--- src/rtl/jtopl_wrqueue.sv ---
// Host write queue for the jtopl CPU port: buffers {addr,data} writes and replays them
// onto din/addr/cs_n/wr_n with OPL recovery gaps counted in cen cycles.
module jtopl_wrqueue #(
   parameter int DEPTH     = 16,
   parameter int ADDR_WAIT = 12,
   parameter int DATA_WAIT = 84
) (
   input  logic       clk,
   input  logic       rst,
   input  logic       cen,
   input  logic       wr_en,
   input  logic       wr_addr,
   input  logic [7:0] wr_data,
   output logic       full,
   output logic       empty,
   output logic       busy,
   output logic       ovf,
   output logic [7:0] opl_din,
   output logic       opl_addr,
   output logic       opl_cs_n,
   output logic       opl_wr_n
);
   localparam int AW = $clog2(DEPTH);

   typedef enum logic [1:0] {
      S_IDLE   = 2'd0,
      S_STROBE = 2'd1,
      S_WAIT   = 2'd2
   } state_t;

   state_t      state_q, state_d;
   logic [8:0]  mem_q [DEPTH];
   logic [AW:0] wptr_q, wptr_d;
   logic [AW:0] rptr_q, rptr_d;
   logic        ovf_q, ovf_d;
   logic [7:0]  din_q, din_d;
   logic        addr_q, addr_d;
   logic        strb_n_q, strb_n_d;
   logic [7:0]  cnt_q, cnt_d;
   logic        push, pop;
   logic [8:0]  head;

   // full is taken from the registered pointers, so a push while full is rejected even if a pop lands on the same edge
   assign full  = (wptr_q[AW] != rptr_q[AW]) && (wptr_q[AW-1:0] == rptr_q[AW-1:0]);
   assign empty = (wptr_q == rptr_q);
   assign busy  = !empty || (state_q != S_IDLE);
   assign push  = wr_en && !full;
   assign head  = mem_q[rptr_q[AW-1:0]];

   assign opl_din  = din_q;
   assign opl_addr = addr_q;
   assign opl_cs_n = strb_n_q;
   assign opl_wr_n = strb_n_q;
   assign ovf      = ovf_q;

   always_ff @(posedge clk) begin
      if (push) mem_q[wptr_q[AW-1:0]] <= {wr_addr, wr_data};
   end

   always_ff @(posedge clk or posedge rst) begin
      if (rst) state_q <= S_IDLE;
      else     state_q <= state_d;
   end

   always_comb begin
      state_d = state_q;
      case (state_q)
         S_IDLE:   if (!empty) state_d = S_STROBE;
         S_STROBE: if (cen) state_d = S_WAIT;
         S_WAIT:   if (cen && cnt_q <= 8'd1) state_d = S_IDLE;
         default:  state_d = S_IDLE;
      endcase
   end

   always_comb begin
      pop      = 1'b0;
      din_d    = din_q;
      addr_d   = addr_q;
      strb_n_d = strb_n_q;
      cnt_d    = cnt_q;
      case (state_q)
         S_IDLE: begin
            if (!empty) begin
               pop      = 1'b1;
               din_d    = head[7:0];
               addr_d   = head[8];
               strb_n_d = 1'b0;
            end
         end
         S_STROBE: begin
            if (cen) begin
               strb_n_d = 1'b1;
               cnt_d    = addr_q ? 8'(DATA_WAIT) : 8'(ADDR_WAIT);
            end
         end
         S_WAIT: begin
            if (cen) cnt_d = cnt_q - 8'd1;
         end
         default: strb_n_d = 1'b1;
      endcase
   end

   always_comb begin
      wptr_d = push ? wptr_q + (AW+1)'(1) : wptr_q;
      rptr_d = pop  ? rptr_q + (AW+1)'(1) : rptr_q;
      ovf_d  = ovf_q || (wr_en && full);
   end

   always_ff @(posedge clk or posedge rst) begin
      if (rst) begin
         wptr_q   <= '0;
         rptr_q   <= '0;
         ovf_q    <= 1'b0;
         din_q    <= 8'd0;
         addr_q   <= 1'b0;
         strb_n_q <= 1'b1;
         cnt_q    <= 8'd0;
      end else begin
         wptr_q   <= wptr_d;
         rptr_q   <= rptr_d;
         ovf_q    <= ovf_d;
         din_q    <= din_d;
         addr_q   <= addr_d;
         strb_n_q <= strb_n_d;
         cnt_q    <= cnt_d;
      end
   end
endmodule
--- config.mk ---
export PLATFORM = sky130hd
export DESIGN_NAME = jtopl_wrqueue
export DESIGN_NICKNAME = d
export VERILOG_FILES = /design/src/rtl/jtopl_wrqueue.sv
export SDC_FILE = /design/constraint.sdc
export NUM_CORES = 1
export LEC_CHECK = 0
export BUFFER_PORTS_ARGS = -buffer_cell sky130_fd_sc_hd__buf_4
export CORE_MARGIN = 4
export CORE_UTILIZATION = 53
export CTS_CLUSTER_DIAMETER = 30
export DETAILED_ROUTE_END_ITERATION = 10
export HOLD_SLACK_MARGIN = 0.12
export MAX_ROUTING_LAYER = met4
export PLACE_DENSITY = 0.67
export SETUP_SLACK_MARGIN = 0.5
export SLEW_MARGIN = 15
export SYNTH_ARGS = -nofsm -noshare
export SYNTH_HDL_FRONTEND = slang
export SYNTH_SLANG_ARGS = --single-unit
export TNS_END_PERCENT = 10
--- constraint.sdc ---
create_clock -name clk -period 3.2 [get_ports clk]
set_input_delay 0.16 -clock clk [delete_from_list [all_inputs] [get_ports clk]]
set_output_delay 0.16 -clock clk [all_outputs]
set_load 0.02 [all_outputs]
==> metrics <==
VDD IR max=0.486 mV; Slew @ Worst Pin=0.616 ns; run status=finished, final reports clean; Syn Nets=448; Area growth, synth to finish=14.4%; cell row count=42; Max-Cap Viols=0; gpl congestion=0.810; clk_lat worst skew=0.43 ns; max incr delay on CP=0.54 ns; Max Slew Vio Count=0; area share of the largest cell type after synthesis=0.592; CP Class=reg2out; post-route minimum period=2.42 ns; num ports=28; TritonCTS Buffers=17; Hold Crit Class=in2async; WP data required=3.04 ns; fraction of layout cells with a size suffix above 1=0.179; CP Launch Point=rptr_q[0]; RSZ-0062 raised after global routing=no; area leader, netlist=edfxtp_1; largest net degree at the start of global routing=21; Fin. Hold Viols=0; clock sinks=175; Clock Skew=0.00948 ns; initial antenna violation count=0; DR vias/cell=5.97; CP top delay family=simple AND/OR/NAND/NOR gates; drt pass-1 iters=5; CTS max path bufs=2; register bit total from synthesis=175; Seq/Total Area, Yosys=0.699; r2r worst-path depth=5; worst-path fanout max=11; Remaining DRCs=0; Core ar.=13,300 um^2; Storage cell area=5100 um^2; final WL=14,500 um; chip width=125 um; Final TNS setup=0 ns; R2R Path Start=rptr_q[0]; top cells by area, synth=edfxtp_1, dfrtp_1, mux4_1; r2r setup slk=0.87 ns; Startpoint Class=register; Antenna Violating Nets Remaining=0; Root Buffer=clkbuf_16; wire per inst=21.9 um; H-Tree Depth=4; number of global-route vias before repair=3,930; Crit-path slowest cell=dfrtp_1; CTS clock-pin slew for the worst setup and hold paths=0.07 ns; Total Nets Final=494; DR vias=3,959; Starting Density=0.547; Post-Place Worst Slack=0.736 ns; diode count=0; height of the die=125 um; 1st-iter DRT viols=383; Leak=2.99 nW; setup bufs post-CTS=0; final setup fails=0; worst setup margin=0.778 ns; Syn Area/Cell=17.1 um^2; Post-Syn Area=7300 um^2; area taken by multi-input logic gates=2010 um^2; worst reg2reg endpoint=mem_q[7][6]; CP bufs+invs=1; CP Capture Type=primary output; die footprint=15,700 um^2; Yosys cell types=45; Synthesis Warnings=0; PD cells=897 nW/um^2; GRT Overall Usage=0.199; first-pass GRT wire length=22,600 um; hpwl dp=9870 um; relative slew slack=0.588; achievable frequency=413 MHz; CTS tree=done; GRT overflow=0; worst hold slack=0.286 ns; CP cell instances=xor2_1 > nor4_1 > and2_1 > nand3_1 > buf_4; Post-Synthesis Cells=428; Buffers on Ports=27; Arrival @ worst endpoint=2.26 ns; Fill cells=996; Final Cycle Share=0.757
-- power by group --
part	internal, mW	leakage [nW]	switching (mW)
combinational	1.06	1.06	1.33
sequential	2.85	1.66	0.333
clock	1.02	0.266	0.895
total	4.93	2.99	2.56
-- layout make-up --
class | instances | area share
inverter | 8 | 0.00360
clock inverter | 15 | 0.0150
timing repair buffer | 52 | 0.0519
tap | 176 | 0.0264
clock buffer | 17 | 0.0510
multi-input combinational | 220 | 0.241
sequential | 175 | 0.611
-- per-stage QoR --
stage | cells | total power, mW | utilization | cell area (um^2)
2_1_floorplan | 428 | 4.86 | - | 7300
3_3_place_gp | 619 | 5.54 | 0.575 | 7670
3_5_place_dp | 619 | 5.60 | 0.575 | 7670
4_1_cts | 663 | 7.52 | 0.625 | 8350
5_1_grt | 663 | 7.88 | 0.625 | 8350
6_report | 663 | 7.48 | 0.625 | 8350
-- worst min-delay path, delay by kind of cell --
family                 cells  cell delay [ns]
buffers and inverters      3             0.98
-- how the worst max path moves through the flow --
stage / slack, ns / end / cells after the start
after global routing: 0.62 / busy / 5
after CTS: 0.63 / busy / 5
after floorplan: 0.95 / mem_q[3][0] / 7
after detailed placement: 0.74 / mem_q[5][2] / 5
final: 0.78 / busy / 5
after global placement: 0.87 / opl_din[2] / 5
-- repair_timing --
action	in CTS	in global routing
endpoints found under the hold margin	179	0
setup endpoints to repair	0	1
hold buffers	12	0
resized for setup	0	1
-- synth_stat cells (all sizes together) --
cell type and number:
edfxtp 144, dfrtp 30, mux4 27, a21oi 24, nor2 20, nor2b 20
and3 17, buf 13, clkbuf 12, nand2 11, mux2 10, a2111oi 9
a211oi 9, mux2i 9, o21ai 9, ha 7, inv 7, xor2 7
xnor2 6, nand4 4, nor3 4, and2 3, nand3 3, a21o 2
a22oi 2, a31oi 2, o22a 2, o2bb2ai 2, a21boi 1, a22o 1
a31o 1, a32oi 1, a41oi 1, clkinv 1, dfstp 1, nor4 1
nor4b 1, o211ai 1, o22ai 1, o31a 1, or2b 1
-- sequential cells by signal, summed over array words and instances (netlist names) --
name	cells
cnt_q	8
mem_q	144
opl_addr	1
opl_cs_n	1
opl_din	8
ovf	1
rptr_q	5
state_q	2
wptr_q	5
-- metal layers --
layer  GRT usage  part of all wire  vias up
met4      0.0631             0.011        0
li1            -                 -     1802
met1       0.279              0.46     2023
met2       0.294              0.48      117
met5           -                 0        -
met3      0.0431             0.050       17
-- cells in the final DEF (no fill, tap or decap), types with 3 or more instances in the layout --
master,netlist,routed
a2111oi_0,9,9
inv_1,7,7
and3_1,17,17
clkinvlp_4,0,3
o21ai_0,9,9
and2_1,3,3
xor2_1,7,7
nor3_1,4,4
nand2_1,11,11
edfxtp_1,144,144
a211oi_1,9,9
mux2i_1,9,9
dfrtp_1,30,28
nand3_1,3,3
nand4_1,4,4
nor2_1,20,20
nor2b_1,20,20
mux4_1,25,25
clkbuf_16,0,17
dlygate4sd3_1,0,12
ha_1,7,7
inv_8,0,4
mux2_2,10,10
xnor2_1,6,6
inv_6,0,4
buf_4,2,39
a21oi_1,24,24
-- cells by family after synthesis --
kind of cell,Yosys count,share of synthesized area
AND/OR/NAND/NOR,85,0.0615
flip-flops,175,0.699
adder cells (fa/ha/maj),7,0.0120
AO/OA/AOI/OAI,69,0.0622
XOR/XNOR,13,0.0156
buffers and inverters,33,0.0257
multiplexers,46,0.124
(Power assumes the default switching activity.)
